File: config.mk
export PLATFORM = sky130hd
export DESIGN_NAME = axi8_lite_master
export DESIGN_NICKNAME = d
export VERILOG_FILES = /design/src/rtl/axi8_lite_pkg.sv /design/src/rtl/axi8_stall_timer.sv /design/src/rtl/axi8_lite_master.sv
export SDC_FILE = /design/constraint.sdc
export NUM_CORES = 1
export LEC_CHECK = 0
export CAP_MARGIN = 20
export CELL_PAD_IN_SITES_DETAIL_PLACEMENT = 0
export CELL_PAD_IN_SITES_GLOBAL_PLACEMENT = 2
export CORE_MARGIN = 2
export CORE_UTILIZATION = 27
export DETAILED_ROUTE_END_ITERATION = 16
export GPL_TIMING_DRIVEN = 0
export PLACE_DENSITY_LB_ADDON = 0.1
export SETUP_SLACK_MARGIN = 0.5
export SLEW_MARGIN = 20
export SYNTH_ARGS = -nofsm -noshare
export SYNTH_HDL_FRONTEND = slang
export SYNTH_SLANG_ARGS = --single-unit
File: constraint.sdc
create_clock -name ACLK -period 3.45 [get_ports ACLK]
set_input_delay 0.345 -clock ACLK [delete_from_list [all_inputs] [get_ports ACLK]]
set_output_delay 0.345 -clock ACLK [all_outputs]
set_load 0.01 [all_outputs]
File: src/rtl/axi8_lite_pkg.sv
// Shared definitions for the 8-bit AXI4-Lite master and slave.
// Provides the master FSM state enum, the AXI response codes and the default
// bus widths.
package axi8_lite_pkg;

  localparam int AXI8_ADDR_W = 1;
  localparam int AXI8_DATA_W = 8;

  localparam logic [1:0] RESP_OKAY   = 2'b00;
  localparam logic [1:0] RESP_SLVERR = 2'b10;

  typedef enum logic [2:0] {
    ST_IDLE,
    ST_WADDR,
    ST_WDATA,
    ST_WRESP,
    ST_RADDR,
    ST_RDATA,
    ST_RSP
  } state_t;

endpackage

File: src/rtl/axi8_stall_timer.sv
// Saturating 8-bit wait counter for the master's stall watchdog.
// Ports:
//   clk   - clock, rising edge
//   rst   - synchronous active-high reset
//   clear - zero the counter (FSM state change)
//   run   - count this cycle (FSM is in a handshake wait state)
//   stall - counter has reached STALL_LIMIT
module axi8_stall_timer #(
  parameter int STALL_LIMIT = 15
) (
  input  logic clk,
  input  logic rst,
  input  logic clear,
  input  logic run,
  output logic stall
);

  localparam logic [7:0] LIMIT = 8'(STALL_LIMIT);

  logic [7:0] cnt;

  always_ff @(posedge clk) begin
    if (rst || clear)
      cnt <= '0;
    else if (run && cnt != 8'hFF)
      cnt <= cnt + 8'd1;
  end

  assign stall = (cnt >= LIMIT);

endmodule

File: src/rtl/axi8_lite_master.sv
// Single-outstanding AXI4-Lite master. Converts a cmd/rsp stream into
// serial AW->W->B or AR->R handshakes, keeps wrapping write/read completion
// counters and flags handshakes that wait too long.
// Ports:
//   ACLK, ARESET           - clock, synchronous active-high reset
//   cmd_*                  - command stream (valid/ready, write, addr, wdata)
//   rsp_*                  - response stream (valid/ready, rdata, resp, write)
//   AW*/W*/B*/AR*/R*       - AXI4-Lite master channels
//   wr_count, rd_count     - completed transactions, wrap at 255
//   stall                  - current handshake waited >= STALL_LIMIT cycles
module axi8_lite_master
  import axi8_lite_pkg::*;
#(
  parameter int ADDR_WIDTH  = AXI8_ADDR_W,
  parameter int DATA_WIDTH  = AXI8_DATA_W,
  parameter int STALL_LIMIT = 15
) (
  input  logic                    ACLK,
  input  logic                    ARESET,
  input  logic                    cmd_valid,
  output logic                    cmd_ready,
  input  logic                    cmd_write,
  input  logic [ADDR_WIDTH-1:0]   cmd_addr,
  input  logic [DATA_WIDTH-1:0]   cmd_wdata,
  output logic                    rsp_valid,
  input  logic                    rsp_ready,
  output logic [DATA_WIDTH-1:0]   rsp_rdata,
  output logic [1:0]              rsp_resp,
  output logic                    rsp_write,
  output logic [ADDR_WIDTH-1:0]   AWADDR,
  output logic                    AWVALID,
  input  logic                    AWREADY,
  output logic [DATA_WIDTH-1:0]   WDATA,
  output logic [DATA_WIDTH/8-1:0] WSTRB,
  output logic                    WVALID,
  input  logic                    WREADY,
  input  logic                    BVALID,
  input  logic [1:0]              BRESP,
  output logic                    BREADY,
  output logic [ADDR_WIDTH-1:0]   ARADDR,
  output logic                    ARVALID,
  input  logic                    ARREADY,
  input  logic                    RVALID,
  input  logic [DATA_WIDTH-1:0]   RDATA,
  input  logic [1:0]              RRESP,
  output logic                    RREADY,
  output logic [7:0]              wr_count,
  output logic [7:0]              rd_count,
  output logic                    stall
);

  state_t                  state_q, state_d;
  logic [ADDR_WIDTH-1:0]   addr_q;
  logic [DATA_WIDTH-1:0]   data_q;
  logic                    accept, b_hs, r_hs, waiting;

  always_ff @(posedge ACLK) begin
    if (ARESET) state_q <= ST_IDLE;
    else        state_q <= state_d;
  end

  always_comb begin
    state_d   = state_q;
    cmd_ready = 1'b0;
    AWVALID   = 1'b0;
    WVALID    = 1'b0;
    BREADY    = 1'b0;
    ARVALID   = 1'b0;
    RREADY    = 1'b0;
    rsp_valid = 1'b0;
    waiting   = 1'b0;
    unique case (state_q)
      ST_IDLE: begin
        // Only combinational input->output path: keep the command port shut
        // while reset is asserted.
        cmd_ready = !ARESET;
        if (cmd_valid && !ARESET) state_d = cmd_write ? ST_WADDR : ST_RADDR;
      end
      ST_WADDR: begin
        AWVALID = 1'b1;
        waiting = 1'b1;
        if (AWREADY) state_d = ST_WDATA;
      end
      ST_WDATA: begin
        WVALID  = 1'b1;
        waiting = 1'b1;
        if (WREADY) state_d = ST_WRESP;
      end
      ST_WRESP: begin
        BREADY  = 1'b1;
        waiting = 1'b1;
        if (BVALID) state_d = ST_RSP;
      end
      ST_RADDR: begin
        ARVALID = 1'b1;
        waiting = 1'b1;
        if (ARREADY) state_d = ST_RDATA;
      end
      ST_RDATA: begin
        RREADY  = 1'b1;
        waiting = 1'b1;
        if (RVALID) state_d = ST_RSP;
      end
      ST_RSP: begin
        rsp_valid = 1'b1;
        if (rsp_ready) state_d = ST_IDLE;
      end
      default: state_d = ST_IDLE;
    endcase
  end

  assign accept = cmd_valid && cmd_ready;
  assign b_hs   = BVALID && BREADY;
  assign r_hs   = RVALID && RREADY;

  always_ff @(posedge ACLK) begin
    if (ARESET) begin
      addr_q    <= '0;
      data_q    <= '0;
      rsp_write <= 1'b0;
      rsp_rdata <= '0;
      rsp_resp  <= RESP_OKAY;
      wr_count  <= '0;
      rd_count  <= '0;
    end else begin
      if (accept) begin
        addr_q    <= cmd_addr;
        data_q    <= cmd_wdata;
        rsp_write <= cmd_write;
      end
      if (b_hs) begin
        rsp_rdata <= '0;
        rsp_resp  <= BRESP;
        wr_count  <= wr_count + 8'd1;
      end
      if (r_hs) begin
        rsp_rdata <= RDATA;
        rsp_resp  <= RRESP;
        rd_count  <= rd_count + 8'd1;
      end
    end
  end

  // Address/data come straight from the command latch, which only changes in
  // IDLE, so they are stable for the whole VALID window.
  assign AWADDR = addr_q;
  assign ARADDR = addr_q;
  assign WDATA  = data_q;
  assign WSTRB  = '1;

  axi8_stall_timer #(.STALL_LIMIT(STALL_LIMIT)) u_stall (
    .clk   (ACLK),
    .rst   (ARESET),
    .clear (state_d != state_q),
    .run   (waiting),
    .stall (stall)
  );

endmodule

* Word level (Yosys, flattened, before mapping)
Index checks and enable logic that the tools add are counted.
W data, S select, Z words.
** Storage, ports and cells
- Output and inout port bits :: 46
- Logic and storage cells :: 52
- Bits of input ports :: 31
- Register bits :: 47
** Operators by class
- Add/subtract/negate cells :: 3
- Multiplexer cells :: 21
- Equal/unequal tests :: 8
- Magnitude comparators :: 1
- Reduce and logical (&&, ||, !) cells :: 10
** Operators by type and width (number)
- $add A8 B1 Y8 const B :: 3
- $mux W3 :: 8
- $pmux W3 S7 :: 1
- $mux W8 :: 2
- $eq A3 B3 Y1 const B :: 3
- $ge A8 B4 Y1 const B :: 1
- $mux W1 :: 8
- $ne A8 B8 Y1 const B :: 1
- $eq A3 B2 Y1 const B :: 2
- $logic_and A1 B1 Y1 :: 5
- $reduce_or A5 Y1 :: 1
- $mux W2 :: 2
- $eq A3 B1 Y1 const B :: 1
- $logic_not A3 Y1 :: 1
- $ne A3 B3 Y1 :: 1
- $reduce_bool A2 Y1 :: 1
- $logic_not A1 Y1 :: 1
- $logic_or A1 B1 Y1 :: 1

* Logic depth before layout (Yosys ltp)
Gate-level depths: netlist of the first run.
- Depth in word-level cells :: 6
- Depth in mapped cells :: 6
- Depth with buffers taken out :: 5

* By module
From an unflattened synthesis of the first run, not the netlist that was laid out.
** Second synthesis, totals
- Cells, all modules :: 273
- Area, all modules :: 2279.7 um^2
** Modules (own cells, without submodules)
- axi8_lite_master :: area each 1821.7 um^2, seq. area each 780.7 um^2, instances 1, cells an instance 223
- axi8_stall_timer :: area each 457.9 um^2, seq. area each 160.2 um^2, instances 1, cells an instance 50

* Least setup slack after synthesis of the first run
No wires, ideal clock.
- Path type :: register -> register
- Start point :: register state_q[1]
- End point :: register u_stall.cnt[0]
- Data arrival time :: 1.462 ns
- Buffers on the path :: 1
- Path slack :: 1.848 ns
- Library setup time :: 0.139 ns
- Stages on the path, launching flop included :: 6
- Path through :: dfxtp_1 buf_2 nor4_4 nand3_1 a21oi_1 nor3_1
** On the way
- Word-level cells in the longest chain between the ends :: 4
- Elaborated cells on any way between the ends :: 20
- Those cells by class :: eq/ne: 7; mux: 9; reduce/logical: 4
** Ends and longest elaborated chain
- start: declaration :: RTL line axi8_lite_master.sv:52 : state_t state_q, state_d;
- start signal: assignment :: RTL line axi8_lite_master.sv:59 : else state_q <= state_d;
- $eq A3 B3 Y1 (tied with other cells) :: RTL line axi8_lite_master.sv:72 : unique case (state_q)
- $pmux W3 S7 or $reduce_or A5 Y1 (tied branches)
- $ne A3 B3 Y1 or $mux W1 (tied branches) :: RTL line axi8_lite_master.sv:154, axi8_lite_master.sv:72
- $logic_or A1 B1 Y1 or $logic_and A1 B1 Y1 (tied branches) :: RTL line axi8_stall_timer.sv:23, axi8_stall_timer.sv:25
- end signal: assignment :: RTL line axi8_stall_timer.sv:26 : cnt <= cnt + 8'd1;
- end: declaration :: RTL line axi8_stall_timer.sv:20 : logic [7:0] cnt;
Several ways; a longest one is shown, not always the timed one.
A chain may end at the register's enable or synchronous reset.

* Worst setup path after layout of the first run
- Start point :: register state_q[0]
- End point :: output RREADY
** On the way
- Word-level cells in the longest chain between the ends :: 2
** Ends and longest elaborated chain
- $eq A3 B3 Y1 :: RTL line axi8_lite_master.sv:72
- $mux W1 :: RTL line axi8_lite_master.sv:72
- end: declaration :: RTL line axi8_lite_master.sv:46 : output logic RREADY,
No other way between the ends.

==> results of run 1 <==
## worst min path at each step
stage / startpoint / end / slack, ns / cells past startpoint
after floorplan: cmd_addr / ARADDR$_SDFFE_PP0P_ / 0.44 / 2
after global placement: WDATA[0]$_SDFFE_PP0P_ / WDATA[0]$_SDFFE_PP0P_ / 0.44 / 2
after detailed placement: WDATA[3]$_SDFFE_PP0P_ / WDATA[3]$_SDFFE_PP0P_ / 0.45 / 2
after CTS: WDATA[3]$_SDFFE_PP0P_ / WDATA[3]$_SDFFE_PP0P_ / 0.46 / 2
after global routing: WDATA[7]$_SDFFE_PP0P_ / WDATA[7]$_SDFFE_PP0P_ / 0.49 / 2
final: WDATA[3]$_SDFFE_PP0P_ / WDATA[3]$_SDFFE_PP0P_ / 0.46 / 2
## metal layers
layer,share of wire [%],vias to the layer above,GRT usage [%]
met5,0,-,0
met4,1.2,0,4.04
met3,5.5,5,3.87
met2,46,44,22.1
met1,47,952,18.7
li1,-,1059,-
## state kept, by name, indices dropped and copies added (netlist names)
signal / cells
wr_count: 8
rd_count: 8
u_stall.cnt: 8
ARADDR: 1
rsp_resp: 2
rsp_rdata: 8
WDATA: 8
state_q: 3
rsp_write: 1
## critical path, stage by stage (launching register included)
cell,delay [ns]
dfxtp_1,0.46
buf_2,0.28
inv_1,0.14
nor3b_1,0.25
clkdlybuf4s50_1,0.57
## power by group
| group | internal (uW) | switching (uW) | total, uW |
|---|---|---|---|
| clock network | 142 | 191 | 333 |
| logic | 104 | 93.2 | 197 |
| registers | 561 | 13.7 | 574 |
## per-stage QoR
stage	total power (uW)	cell area (um^2)	setup WS, ns
global placement	788	3030	1.20
CTS	1120	3120	1.11
finish	1100	3120	1.10
global route	1170	3120	0.962
detailed placement	787	3030	1.25
floorplan	687	2150	1.85
## final cells by class
class	instances	area share [%]
Clock inverter	2	0.401
Timing Repair Buffer	75	24.1
Multi-Input combinational cell	189	35.6
Inverter	4	0.482
Sequential cell	47	30.2
Buffer	17	2.77
Clock buffer	6	2.33
Tap cell	102	4.09
## cells in the final DEF (no fill, tap or decap), drive strengths merged, types with 2 or more instances in the layout
| master | instances |
|---|---|
| a211oi | 5 |
| a21oi | 15 |
| a31oi | 3 |
| and3 | 2 |
| and4b | 2 |
| buf | 10 |
| clkbuf | 13 |
| clkdlybuf4s50 | 75 |
| dfxtp | 47 |
| ha | 3 |
| inv | 4 |
| nand2 | 51 |
| nand2b | 2 |
| nand3 | 26 |
| nand4 | 5 |
| nand4b | 2 |
| nor2 | 16 |
| nor3 | 8 |
| nor3b | 2 |
| nor4 | 3 |
| o2111ai | 2 |
| o21ai | 7 |
| o31ai | 3 |
| or3 | 5 |
| or4 | 3 |
| xnor2 | 7 |
| xor2 | 7 |
## logic make-up after synthesis
kind of cell    Yosys count
simple gates            129
flops                    47
compound gates           41
buf+inv                  21
xor+xnor                 14
fa+ha+maj                 3
other cells               1
mux                       1
==> summary.md, run 1 <==
| Metric | Value |
|---|---|
| Root Driver | clkbuf_8 |
| Post-layout util | 40.3% |
| Reg2reg start | state_q[2]$_SDFF_PP0_ |
| Worst slew margin | 53.5% |
| DRC errors left | 0 |
| Status | complete, no violations |
| CP required | 3.11 ns |
| Nets | 373 |
| Main combinational cell family by area after synthesis | simple AND/OR/NAND/NOR gates |
| CTS clk-pin slew, worst paths | 0.09 ns |
| Final ANT Viol Nets | 0 |
| Hold WC Path Type | register to register |
| FF-to-FF path depth | 5 |
| Final Max Slew Viols | 0 |
| Maximum VDD drop | 0.127 mV |
| Mux cell area share after synthesis | 0.465% |
| Max Freq | 426 MHz |
| Synthesized instance count | 257 |
| Clock skew | 0.0102 ns |
| Starting DRT DRC Count | 51 |
| Synth Area in Simple Gates | 30.5% |
| WL/cell | 13.4 um |
| Most common cell in the netlist | nand2_1 |
| DIE HEIGHT | 93.3 um |
| Cell total after placement | 434 |
| Vias/cell | 4.66 |
| Min cycle time layout | 2.35 ns |
| Final Routed Wirelength | 5940 um |
| Fill cells | 815 |
| Worst-path fanout max | 10 |
| Port Buffer Count | 75 |
| Synth top area share | 43.7% |
| Area of the multi-input gates | 1110 um^2 |
| Crit Path Class | register to output pin |
| Syn Area/Cell | 8.38 um^2 |
| Reg2reg setup slack | 1.57 ns |
| Inserted Diodes | 0 |
| Pwr Density | 354 nW/um^2 |
| Pin count of the biggest net entering global routing | 15 |
| Vias in the first global route | 1956 |
| Max clock buf depth | 2 |
| CP startpoint | state_q[0]$_SDFF_PP0_ |
| Post-CTS setup buffers | 0 |
| Core Rows | 32 |
| TritonCTS buffer count | 5 |
| Final non-filler cell total | 442 |
| Core ar. | 7730 um^2 |
| Io pins | 77 |
| YS warnings | 0 |
| Routed vias | 2060 |
| Starting Density | 27.9% |
| Post-CTS Resized | 0 |
| Worst skew pair latency | 0.30 ns |
| EDFF count, synth | 0 |
| First-pass GRT wire length | 9670 um |
| Final setup violating endpoints | 0 |
| Compound-Gate Fraction of Synth Area | 13.0% |
| Critical Path End | RREADY |
| Synth top area cells | dfxtp_1, nand2_1, nand3_1 |
| Main synth FF type | dfxtp_1 |
| Slew @ Worst Pin | 0.698 ns |
| Maxcap violations | 0 |
| Synth Register Bits | 47 |
| Initial antenna violation count | 0 |
| Final hold slack | 0.455 ns |
| Syn-to-layout area delta | 44.7% |
| Register area | 941 um^2 |
| Setup TNS | 0 ns |
| Fin crit share | 68.1% |
| CP Data Arrival Time | 2.00 ns |
| Clock sink count | 47 |
| Register area share after synthesis | 43.7% |
| Synth area leader | dfxtp_1 |
| Cts hold-fix bufs | 0 |
| Hold Vio Cnt, Final | 0 |
| Reg2reg end | u_stall.cnt[1]$_SDFFE_PP0P_ |
| Post-detail-place hpwl | 4340 um |
| Crit start category | register |
| Post-Synth XOR/XNOR Area | 5.69% |
| Die ar. | 8710 um^2 |
| Async SR Flop Fraction | 0% |
| Synth cell count leaders | nand2_1, dfxtp_1, nand3_1 |
| Critical path capture point type | output pin |
| CTS tree | yes |
| Gr usage total | 14.0% |
| Cell Area, Synth | 2150 um^2 |
| Chip Width | 93.3 um |
| Adder-Cell Fraction of Synth Area | 1.74% |
| Placer Congestion | 0.713 |
| Share of post-route cells with drive strength above 1 | 7.06% |
| Drt first pass iters | 4 |
| Syn Nets | 291 |
| RSZ-0062 raised after global routing | no |
| Synth cell types | 44 |
| Leakage power | 0.00114 uW |
| Htree depth | 2 |
| Gr ovfl total | 0 |
Note: power is estimated with default switching activity, not from simulation.
==> run 2: changes to the inputs <==
--- a/config.mk
+++ b/config.mk
@@ -9,7 +9,7 @@
 export CELL_PAD_IN_SITES_DETAIL_PLACEMENT = 0
 export CELL_PAD_IN_SITES_GLOBAL_PLACEMENT = 2
 export CORE_MARGIN = 2
-export CORE_UTILIZATION = 27
+export CORE_UTILIZATION = 25
 export DETAILED_ROUTE_END_ITERATION = 16
 export GPL_TIMING_DRIVEN = 0
 export PLACE_DENSITY_LB_ADDON = 0.1
==> constraint.sdc (replaced) <==
create_clock -name ACLK -period 2.2 [get_ports ACLK]
set_input_delay 0.22 -clock ACLK [delete_from_list [all_inputs] [get_ports ACLK]]
set_output_delay 0.22 -clock ACLK [all_outputs]
set_load 0.01 [all_outputs]
==> run 2 against run 1 <==
Compared with the run above:
- combinational power grew 62%
- sequential share of layout area shrank 0.26 points
- routed wire length grew 4.7%
- clock-buffer cell count grew 1
- via count grew 1.1%
- setup slack lost 0.57 ns
- first-iteration DRC count grew 41%
- critical path depth is the same
- clock skew shrank 0.0042 ns
- die area grew 7.6%
- hold slack lost 0.012 ns
- utilization shrank 2.1 points
==> summary.md, run 2 (synthesis gave the netlist of run 1 again) <==
| Metric | Value |
|---|---|
| Final ANT Viol Nets | 0 (unchanged) |
| Pwr Density | 550 nW/um^2 (was 354 nW/um^2) |
| Fill cells | 861 (was 815) |
| Placer Congestion | 0.737 (was 0.713) |
| Crit Path Class | register to output pin (unchanged) |
| Final Max Slew Viols | 0 (unchanged) |
| Share of post-route cells with drive strength above 1 | 10.9% (was 7.06%) |
| Core ar. | 8300 um^2 (was 7730 um^2) |
| Vias/cell | 4.68 (was 4.66) |
| Die ar. | 9370 um^2 (was 8710 um^2) |
| Final WS setup | 0.530 ns (was 1.10 ns) |
| Syn-to-layout area delta | 47.2% (was 44.7%) |
| Final setup violating endpoints | 0 (unchanged) |
| First-pass GRT wire length | 10400 um (was 9670 um) |
| TritonCTS buffer count | 5 (unchanged) |
| Maximum VDD drop | 0.200 mV (was 0.127 mV) |
| Max Freq | 599 MHz |
| Slew @ Worst Pin | 0.529 ns (was 0.698 ns) |
| DIE HEIGHT | 96.8 um (was 93.3 um) |
| CTS tree | yes (unchanged) |
| Root Driver | clkbuf_8 (unchanged) |
| Worst slew margin | 64.7% (was 53.5%) |
| Port Buffer Count | 75 (unchanged) |
| Critical path capture point type | output pin (unchanged) |
| Clock skew | 0.00598 ns (was 0.0102 ns) |
| Post-CTS setup buffers | 0 (unchanged) |
| Routed vias | 2082 (was 2060) |
| Htree depth | 2 (unchanged) |
| Inserted Diodes | 0 (unchanged) |
| Io pins | 77 (unchanged) |
| Worst-path fanout max | 10 (unchanged) |
| Chip Width | 96.8 um (was 93.3 um) |
| Nets | 373 (unchanged) |
| Pin count of the biggest net entering global routing | 14 (was 15) |
| Gr usage total | 13.4% (was 14.0%) |
| Gr ovfl total | 0 (unchanged) |
| Worst skew pair latency | 0.30 ns (about the same) |
| CP Data Arrival Time | 1.45 ns (was 2.00 ns) |
| CTS clk-pin slew, worst paths | 0.09 ns (about the same) |
| Status | complete, no violations (unchanged) |
| Max clock buf depth | 2 (unchanged) |
| Initial antenna violation count | 0 (unchanged) |
| Min cycle time layout | 1.67 ns |
| Setup TNS | 0 ns (unchanged) |
| Clock sink count | 47 (unchanged) |
| Vias in the first global route | 2138 (was 1956) |
| Most frequent cells in the layout | clkdlybuf4s50_1, nand2_1, dfxtp_1, nand3_1, nor2_1 (unchanged) |
| Post-detail-place hpwl | 4480 um (was 4340 um) |
| Pwr Total | 1740 uW (was 1100 uW) |
| Crit start category | register (unchanged) |
| Final Routed Wirelength | 6220 um (was 5940 um) |
| DRC errors left | 0 (unchanged) |
| Worst slack, placed | 0.102 ns (was 1.25 ns) |
| Drt first pass iters | 4 (unchanged) |
| Maxcap violations | 0 (unchanged) |
| Fin crit share | 75.9% |
| Hold Vio Cnt, Final | 0 (unchanged) |
| Hold WC Path Type | primary input to register (was register to register) |
| WL/cell | 14.0 um (was 13.4 um) |
| CP required | 1.98 ns (was 3.11 ns) |
| RSZ-0062 raised after global routing | yes (was no) |
| Starting DRT DRC Count | 72 (was 51) |
| Core Rows | 33 (was 32) |
| Commonest non-fill, non-tap cell in the layout | clkdlybuf4s50_1 (unchanged) |
| Cts hold-fix bufs | 0 (unchanged) |
| Starting Density | 25.9% (was 27.9%) |
| Leakage power | 0.00118 uW (was 0.00114 uW) |
## run 2: changes by cell type in the layout (fill, tap and decap cells not counted), sizes merged
cell	before	now
clkdlybuf4s50	75	67
dlygate4sd2	0	6
clkbuf	13	17
buf	10	9
clkinvlp	1	0
## run 2: worst paths after layout
check	slack (ns)	cells after the start	endpoint	from
setup / recovery	0.53	4	RREADY	state_q[0]$_SDFF_PP0_
hold reg to reg	0.46	2	WDATA[5]$_SDFFE_PP0P_	WDATA[5]$_SDFFE_PP0P_
hold / removal	0.44	3	WDATA[7]$_SDFFE_PP0P_	cmd_wdata[7]
setup reg to reg	0.62	5	u_stall.cnt[2]$_SDFFE_PP0P_	state_q[1]$_SDFF_PP0_
## run 2: critical path: stages, from the launching register on
cell           delay, ns
dfxtp_4             0.40
buf_6               0.17
inv_1               0.11
nor3b_2             0.19
dlygate4sd2_1       0.28
## run 2: per-layer routing
metal | track usage [%] | part of all wire [%] | up-vias
li1 | - | - | 1062
met1 | 17.8 | 51 | 964
met2 | 21.7 | 44 | 49
met3 | 3.47 | 4.4 | 7
met4 | 3.58 | 1.2 | 0
met5 | 0 | 0 | -
## run 2: where the power goes
group | internal, uW | switching, uW | total [uW]
sequential | 881 | 22.8 | 904
clock | 224 | 297 | 521
combinational | 165 | 153 | 319
## run 2: layout make-up
class / count / area (um^2) / share of cell area, %
tap: 105 / 131 / 4.15
timing repair buffer: 75 / 733 / 23.1
multi-input combinational: 189 / 1160 / 36.5
sequential: 47 / 948 / 29.9
inverter: 4 / 15.0 / 0.474
clock inverter: 1 / 5.00 / 0.158
clock buffer: 7 / 76.3 / 2.41
buffer: 17 / 103 / 3.24
## run 2: per-stage QoR
step | hold WS (ns) | utilization [%] | instance area (um^2) | instances
floorplan | 0.319 | - | 2150 | 257
global placement | 0.442 | 36.6 | 3040 | 437
detailed placement | 0.449 | 36.6 | 3040 | 437
CTS | 0.439 | 37.8 | 3130 | 445
global route | 0.459 | 38.2 | 3170 | 445
finish | 0.443 | 38.2 | 3170 | 445
## run 2: repair_timing
item,4_1_cts,5_1_grt
gates resized for setup,20,14
endpoints found under the setup margin,34,16
hold endpoints to repair,0,0
